### config.mk
export PLATFORM = sky130hd
export DESIGN_NAME = tt_hold_timer
export DESIGN_NICKNAME = d
export VERILOG_FILES = /design/src/rtl/tt_sweep_pkg.sv /design/src/rtl/tt_hold_timer.sv
export SDC_FILE = /design/constraint.sdc
export NUM_CORES = 1
export LEC_CHECK = 0
export CAP_MARGIN = 20
export CORE_AREA = 2 2 39 41
export DETAILED_ROUTE_END_ITERATION = 8
export DIE_AREA = 0 0 41 43
export PLACE_DENSITY = 0.39
export SLEW_MARGIN = 5
export SYNTH_ARGS = -nofsm -noshare
export SYNTH_HDL_FRONTEND = slang
export SYNTH_SLANG_ARGS = --single-unit
### constraint.sdc
create_clock -name clk -period 1.4 [get_ports clk]
set_input_delay 0.21 -clock clk [delete_from_list [all_inputs] [get_ports clk]]
set_output_delay 0.21 -clock clk [all_outputs]
set_load 0.05 [all_outputs]
### src/rtl/tt_sweep_pkg.sv
// Shared types and helpers for the truth-table sweep checker.
package tt_sweep_pkg;

  typedef enum logic [1:0] {
    IDLE = 2'd0,
    RUN  = 2'd1,
    DONE = 2'd2
  } state_t;

  function automatic int hold_w(input int hold);
    return $clog2(hold);
  endfunction

endpackage

### src/rtl/tt_hold_timer.sv
// Counts the cycles a vector has been held; o_tc marks the last cycle of the hold window.
module tt_hold_timer
  import tt_sweep_pkg::*;
#(
  parameter int HOLD = 20
) (
  input  logic clk,
  input  logic rst,
  input  logic i_en,
  input  logic i_clr,
  output logic o_tc
);

  localparam int W = hold_w(HOLD);
  localparam logic [W-1:0] LAST = W'(HOLD - 1);

  logic [W-1:0] r_cnt;

  assign o_tc = i_en && (r_cnt == LAST);

  // Wraps to zero on terminal count so the next vector gets a full window.
  always_ff @(posedge clk or posedge rst) begin
    if (rst) begin
      r_cnt <= '0;
    end else if (i_clr || o_tc) begin
      r_cnt <= '0;
    end else if (i_en) begin
      r_cnt <= r_cnt + W'(1);
    end
  end

endmodule

==> run_results.csv, run 1 <==
group,metric,value,unit
clocking,numCtsBuffers,3,
critical_path,reg2reg_slack,0.19,ns
clocking,hold_buffers,0,
yosys,synthXorXnorAreaFrac,0.0991,
sta,tightest_slew,0.224,ns
yosys,synth_top_area_frac,0.472,
yosys,syn_area,265,sq um
yosys,synthMuxAreaShare,0.0377,
drt,first_pass_iters,1,
clocking,htree_levels,1,
finish,num_antenna_cells,0,
placed_design,io_buffers,4,
critical_path,crit_arrival,1.21,ns
critical_path,crit_buf_inv,1,
run_status,status,"finished, violations left",
yosys,synthAdderAreaFrac,0.0472,
yosys,synth_fp_nets,31,
sta,setup_ws,-0.0244,ns
drt,first_iter_violations,0,
floorplan,rows,14,
floorplan,io_pins,5,
pwr,clockPowerShare,0.432,
run_status,violations,"setup timing",
critical_path,cp_slowest_cell,"dfrtp_1",
sta,grt_setup_unrepaired,"true",
grt,grt_pass1_vias,270,
finish,area_growth,67.9,%
sta,min_period,1.42,ns
drt,drcViolationCount,0,
flow_run,cap_violations,0,
pwr,combPwrFrac,0.148,
grt,overflow,0,
critical_path,crit_path_end_kind,"primary output",
pwr,p_sw,83.6,uW
min_path,hold_class,"primary input to asynchronous set/reset pin",
finish,fin_util,0.322,
yosys,synth-seq-cells,5,
drt,antenna_left,0,
sta,setup_viol,1,
critical_path,cp.required,1.19,ns
pwr,ir_drop,0.232,mV
finish,nFillCells,146,
sta,hold_viol,0,
yosys,synth_top_cell_by_area,"dfrtp_1",
yosys,synth_area_leaders,"dfrtp_1 47%, xnor2_1 6.6%, nor2_1 5.7%",
sta,max_clock_freq,702,MHz
pwr,p_sw_frac,0.223,
critical_path,path_cells,"ha_4 -> nand2_4 -> nor3b_4 -> buf_12",
floorplan,chipWidth,41,um
critical_path,critPathMaxFanout,2,
critical_path,r2r-start,"r_cnt[0]",
critical_path,crit_family,"flip-flops",
grt,grt_util_met2,0.147,
critical_path,reg2reg_to,"r_cnt[4]",
pwr,leakagePower,0.000210,uW
clocking,clk-insertion-delay-late,0.24,ns
drt,vias,231,
yosys,synth_area_per_cell,10.2,sq um
pwr,power_density,843,nW/um^2
grt,grt-busiest-layer,"met2",
finish,largest_reg_flops,5,
floorplan,die_area,1760,sq um
finish,multi_input_area,164,sq um
clocking,cts.clk_slew.worst_paths,0.04,ns
drt,totalWireLength,587,um
drt,routedWlPerCell,10.3,um
sta,drv_slew,0,
clocking,tritoncts,"yes",
pwr,p_int,292,uW
placed_design,dp_hpwl,437,um
critical_path,reg2regPathDepth,5,
grt,grt_first_pass_wirelength,1080,um
drt,avgViaCountPerCell,4.05,
yosys,synth_sequential_area_ratio,0.472,
critical_path,cp_slowest_stage_delay,0.39,ns
clocking,cts.sinks,5,
critical_path,worstSetupPathDepth,4,
grt,antenna_found_initial,0,
grt,met3_usage,0.0785,
sta,max_slew_margin,0.851,
floorplan,die_y,43,um
critical_path,crit_path_start_kind,"flop",
finish,drive_gt1_frac,0.366,
critical_path,setup.worst_path.end,"o_tc",
floorplan,initial_core_util,0.192,
yosys,synth-compound-area-share,0.0943,
grt,grt_usage,0.104,
pwr,p_seq_frac,0.420,
clocking,cts-root-buf,"clkbuf_4",
yosys,synth_cells,26,
clocking,clock_path_buffers,2,
grt,grt_max_degree,6,
yosys,synth_top_family_by_area,"simple AND/OR/NAND/NOR gates",
sta,skew,0.000724,ns
yosys,synthSimpleGateAreaFrac,0.222,
grt,met1_usage,0.0852,
sta,fin_crit_sh,1.02,
critical_path,cp-startpoint,"r_cnt[0]",
finish,top_register,"r_cnt",
floorplan,fp.coreArea,1380,sq um
yosys,yosys_warnings,0,
placed_design,dp_slack,-0.00256,ns
placed_design,gp_congestion,0.653,
finish,regArea,125,sq um
critical_path,crit_type,"flop to primary output",
finish,reg_top3,"r_cnt x5",
yosys,ys_types,17,
finish,nets,47,
==> cell usage after synthesis, drive strengths merged <==
cell / instances
dfrtp: 5
nor2b: 1
a21oi: 1
mux2i: 1
inv: 2
nand4: 1
a41o: 1
ha: 1
nand2: 1
nor3b: 1
nor2: 4
xnor2: 2
xor2: 1
o21ai: 2
and4b: 1
and2b: 1
==> power by group through the flow <==
stage	clock (uW)	sequential (uW)	combinational, uW
after global placement	0	158	35.3
after detailed placement	0	159	36.3
after CTS	173	158	51.4
final	162	158	55.4
after global routing	197	159	61.4
after floorplan	0	158	18.5
==> timing repair <==
| action | CTS | global route |
|---|---|---|
| pin swaps | 2 | 2 |
| gates resized for setup | 4 | 0 |
| buffers inserted | 4 | 1 |
| endpoints found under the setup margin | 1 | 1 |
==> area by class of cell <==
cell class	instances	share of cell area
inverters	2	0.0169
multi-input cells	19	0.368
clock buffers	4	0.0590
flip-flops and latches	5	0.281
repair buffers	11	0.230
well taps	16	0.0449
==> layer usage <==
| metal | share of wire | vias up |
|---|---|---|
| met5 | 0 | - |
| met4 | 0 | 0 |
| li1 | - | 118 |
| met1 | 0.36 | 107 |
| met3 | 0.056 | 0 |
| met2 | 0.58 | 6 |
==> worst min path at each step <==
| stage | end | startpoint | slack (ns) | cells past startpoint |
|---|---|---|---|---|
| after global routing | r_cnt[2] | rst | 0.18 | 2 |
| after floorplan | r_cnt[0] | rst | -0.01 | 1 |
| after global placement | r_cnt[3] | rst | 0.42 | 2 |
| final | r_cnt[1] | rst | 0.17 | 2 |
| after CTS | r_cnt[1] | rst | 0.17 | 2 |
| after detailed placement | r_cnt[1] | rst | 0.43 | 2 |
==> cell usage in the layout (no fill, tap or decap) <==
cell,instances
clkbuf_1,1
nand2_4,1
nand4_1,1
and4b_1,1
inv_1,2
nor2b_2,1
xnor2_1,2
clkdlybuf4s50_1,3
xor2_1,1
and2b_1,1
o21ai_0,1
o21ai_1,1
a41o_1,1
mux2i_1,1
buf_4,7
a21oi_1,1
buf_12,1
dfrtp_1,5
nor2_1,4
clkbuf_4,3
nor3b_4,1
ha_4,1
==> kinds of logic after synthesis <==
logic type | Yosys count
fa+ha+maj | 1
simple gates | 10
mux | 1
flops | 5
buf+inv | 2
compound gates | 4
xor+xnor | 3
==> metrics by stage <==
step	hold WS, ns	power, uW	cells	cell area, sq um	setup TNS, ns
after floorplan	-0.0115	176	26	277	0
after global placement	0.423	194	48	362	0
after detailed placement	0.432	195	48	362	-0.00256
after CTS	0.170	382	56	438	-0.0518
after global routing	0.185	417	57	445	-0.107
final	0.168	376	57	445	-0.0244
Note: power is estimated with default switching activity, not from simulation.
==> inputs of run 2 (changes only) <==
--- a/config.mk
+++ b/config.mk
@@ -5,11 +5,12 @@
 export SDC_FILE = /design/constraint.sdc
 export NUM_CORES = 1
 export LEC_CHECK = 0
+export ABC_AREA = 1
 export CAP_MARGIN = 20
 export CORE_AREA = 2 2 39 41
 export DETAILED_ROUTE_END_ITERATION = 8
 export DIE_AREA = 0 0 41 43
-export PLACE_DENSITY = 0.39
+export PLACE_DENSITY = 0.5
 export SLEW_MARGIN = 5
 export SYNTH_ARGS = -nofsm -noshare
 export SYNTH_HDL_FRONTEND = slang
==> constraint.sdc (replaced) <==
create_clock -name clk -period 1.4 [get_ports clk]
set_input_delay 0.21 -clock clk [delete_from_list [all_inputs] [get_ports clk]]
set_output_delay 0.21 -clock clk [all_outputs]
set_load 0.01 [all_outputs]
==> run 2 against run 1 <==
Against the previous run: the run now ends clean; global-route usage down 1.3 points; clock skew about the same; first-iteration DRC count increased by 3; final area fell by 3.7%; maximum frequency grew 6.4%; largest power group unchanged; area after synthesis rose by 10%; combinational power fell by 12%; utilization down 1.2 points; register-to-register slack gained 0.12 ns; synthesized cell count increased by 54%; critical path depth rose by 2.
==> run_results.csv, run 2 <==
group,metric,value,unit
sta,skew,0.000683,ns
sta,fin_crit_sh,0.956,
yosys,synth_area_leaders,"dfrtp_1 43%, nand2_1 12%, nor2_1 12%",
yosys,synth_top_cell_by_area,"dfrtp_1",
placed_design,gp_congestion,0.733,
floorplan,rows,14,
yosys,synth_area_per_cell,7.32,sq um
floorplan,io_pins,5,
min_path,hold_class,"primary input to asynchronous set/reset pin",
critical_path,crit_arrival,1.13,ns
critical_path,cp_slowest_cell,"dfrtp_1",
drt,first_iter_violations,3,
yosys,synthFlopType,"dfrtp_1",
yosys,synth_fp_nets,45,
sta,drv_slew,0,
finish,drive_gt1_frac,0.291,
drt,vias,267,
yosys,ys_top_cells_by_count,"9 x nand2_1, 9 x nor2_1, 7 x inv_1",
floorplan,die_area,1760,sq um
grt,grt_first_pass_wirelength,1020,um
clocking,htree_levels,1,
grt,grt_usage,0.0909,
clocking,cts.sinks,5,
critical_path,critPathMaxFanout,2,
finish,reg_top3,"r_cnt x5",
finish,top_register,"r_cnt",
clocking,postCtsSetupBuffers,0,
finish,area_growth,46.6,%
run_status,status,"finished, final reports clean",
clocking,clk-insertion-delay-late,0.24,ns
clocking,clock_path_buffers,2,
yosys,syn_area,293,sq um
yosys,synth-seq-cells,5,
sta,min_period,1.34,ns
pwr,total_power,365,uW
finish,largest_reg_flops,5,
critical_path,crit_path_end_kind,"primary output",
critical_path,reg2reg_to,"r_cnt[0]",
floorplan,fp.coreArea,1380,sq um
critical_path,crit_type,"flop to primary output",
sta,max_clock_freq,747,MHz
drt,avgViaCountPerCell,3.76,
grt,overflow,0,
grt,antenna_found_initial,0,
floorplan,die_y,43,um
placed_design,io_buffers,4,
grt,grt_max_degree,6,
floorplan,initial_core_util,0.212,
critical_path,reg2reg_slack,0.31,ns
sta,tightest_slew,0.172,ns
drt,antenna_left,0,
critical_path,path_cells,"ha_2 -> nand2_2 -> nor2_2 -> nand2_2 -> inv_1 -> buf_2",
sta,grt_setup_unrepaired,"true",
pwr,ir_drop,0.460,mV
placed_design,dp_hpwl,416,um
sta,setup_ws,0.0611,ns
sta,max_slew_margin,0.885,
critical_path,r2r-start,"r_cnt[0]",
finish,num_antenna_cells,0,
finish,final_cell_mix,"9 x nand2_1, 9 x nor2_1, 7 x inv_1, 7 x buf_4, 5 x dfrtp_1",
drt,drcViolationCount,0,
finish,nets,61,
yosys,yosys_warnings,0,
critical_path,cpMostUsedCell,"nand2_2",
clocking,cts-root-buf,"clkbuf_4",
pwr,leakagePower,0.000209,uW
sta,hold_viol,0,
yosys,synth_cells,40,
drt,routedWlPerCell,7.06,um
floorplan,chipWidth,41,um
yosys,ys_types,12,
clocking,tritoncts,"yes",
critical_path,reg2regPathDepth,7,
grt,grt_pass1_vias,277,
yosys,ys_async_sr_fraction,1.00,
placed_design,dp_slack,-0.315,ns
clocking,cts.clk_slew.worst_paths,0.04,ns
critical_path,cp.required,1.19,ns
yosys,synth_top_area_frac,0.427,
clocking,numCtsBuffers,3,
yosys,synth_sequential_area_ratio,0.427,
flow_run,cap_violations,0,
sta,fin_tns_setup,0,ns
critical_path,cp_slowest_stage_delay,0.35,ns
sta,setup_viol,0,
critical_path,crit_path_start_kind,"flop",
drt,totalWireLength,501,um
drt,first_pass_iters,2,
pwr,power_density,851,nW/um^2
finish,nFillCells,154,
yosys,synth_edf_count,0,
## run 2: cell types whose count changed after synthesis, moves of 2 or more
cell     change
inv_1        +5
nand2_1      +8
nand2_2      +2
nor2_1       +5
## run 2: logic make-up (layout without fill, tap and decap cells)
group | count (synthesis) | in the layout | share of synthesized area
flops | 5 | 5 | 0.427
fa+ha+maj | 1 | 1 | 0.0427
buf+inv | 7 | 22 | 0.0898
simple gates | 23 | 23 | 0.359
compound gates | 3 | 3 | 0.0513
xor+xnor | 1 | 1 | 0.0299
## run 2: cell type report
class / count / area [sq um] / area share
clock buffers: 4 / 26.3 / 0.0612
repair buffers: 11 / 87.6 / 0.204
well taps: 16 / 20.0 / 0.0466
multi-input cells: 28 / 144 / 0.335
inverters: 7 / 26.3 / 0.0612
flip-flops and latches: 5 / 125 / 0.292
## run 2: what timing repair did
action                     CTS  global route
hold buffers                 0             0
resized for setup            5             0
setup endpoints to repair    1             1
pin swaps                    2             2
## run 2: critical path, delay by kind of cell (launching register included)
kind / cells / cell delay (ns)
buf+inv: 2 / 0.15
flops: 1 / 0.35
fa+ha+maj: 1 / 0.19
simple gates: 3 / 0.20
## run 2: power by group
part,internal [uW],total (uW),switching (uW)
Combinational,27.4,49.0,21.7
Sequential,151,154,3.35
Clock,107,162,54.6
## run 2: per-layer routing
| layer | GRT usage | vias to the layer above | routed length [um] |
|---|---|---|---|
| met3 | 0.0314 | 0 | 3 |
| li1 | - | 147 | - |
| met2 | 0.116 | 2 | 272 |
| met5 | 0 | - | 0 |
| met4 | 0.100 | 0 | 0 |
| met1 | 0.105 | 118 | 225 |
## run 2: per-stage QoR
stage / std cells / hold slack, ns / cell area [sq um] / util
floorplan: 40 / -0.0115 / 293 / -
global placement: 67 / 0.414 / 405 / 0.293
detailed placement: 67 / 0.414 / 405 / 0.293
CTS: 71 / 0.156 / 429 / 0.310
global route: 71 / 0.202 / 429 / 0.310
finish: 71 / 0.160 / 429 / 0.310
## run 2: worst max-delay path by stage
stage                end  depth (start not counted)     start  slack, ns
finish              o_tc                          6  r_cnt[0]       0.06
global route        o_tc                          6  r_cnt[1]      -0.01
CTS                 o_tc                          6  r_cnt[1]       0.02
detailed placement  o_tc                          6      i_en      -0.31
global placement    o_tc                          6      i_en      -0.32
floorplan           o_tc                          5  r_cnt[0]       0.32
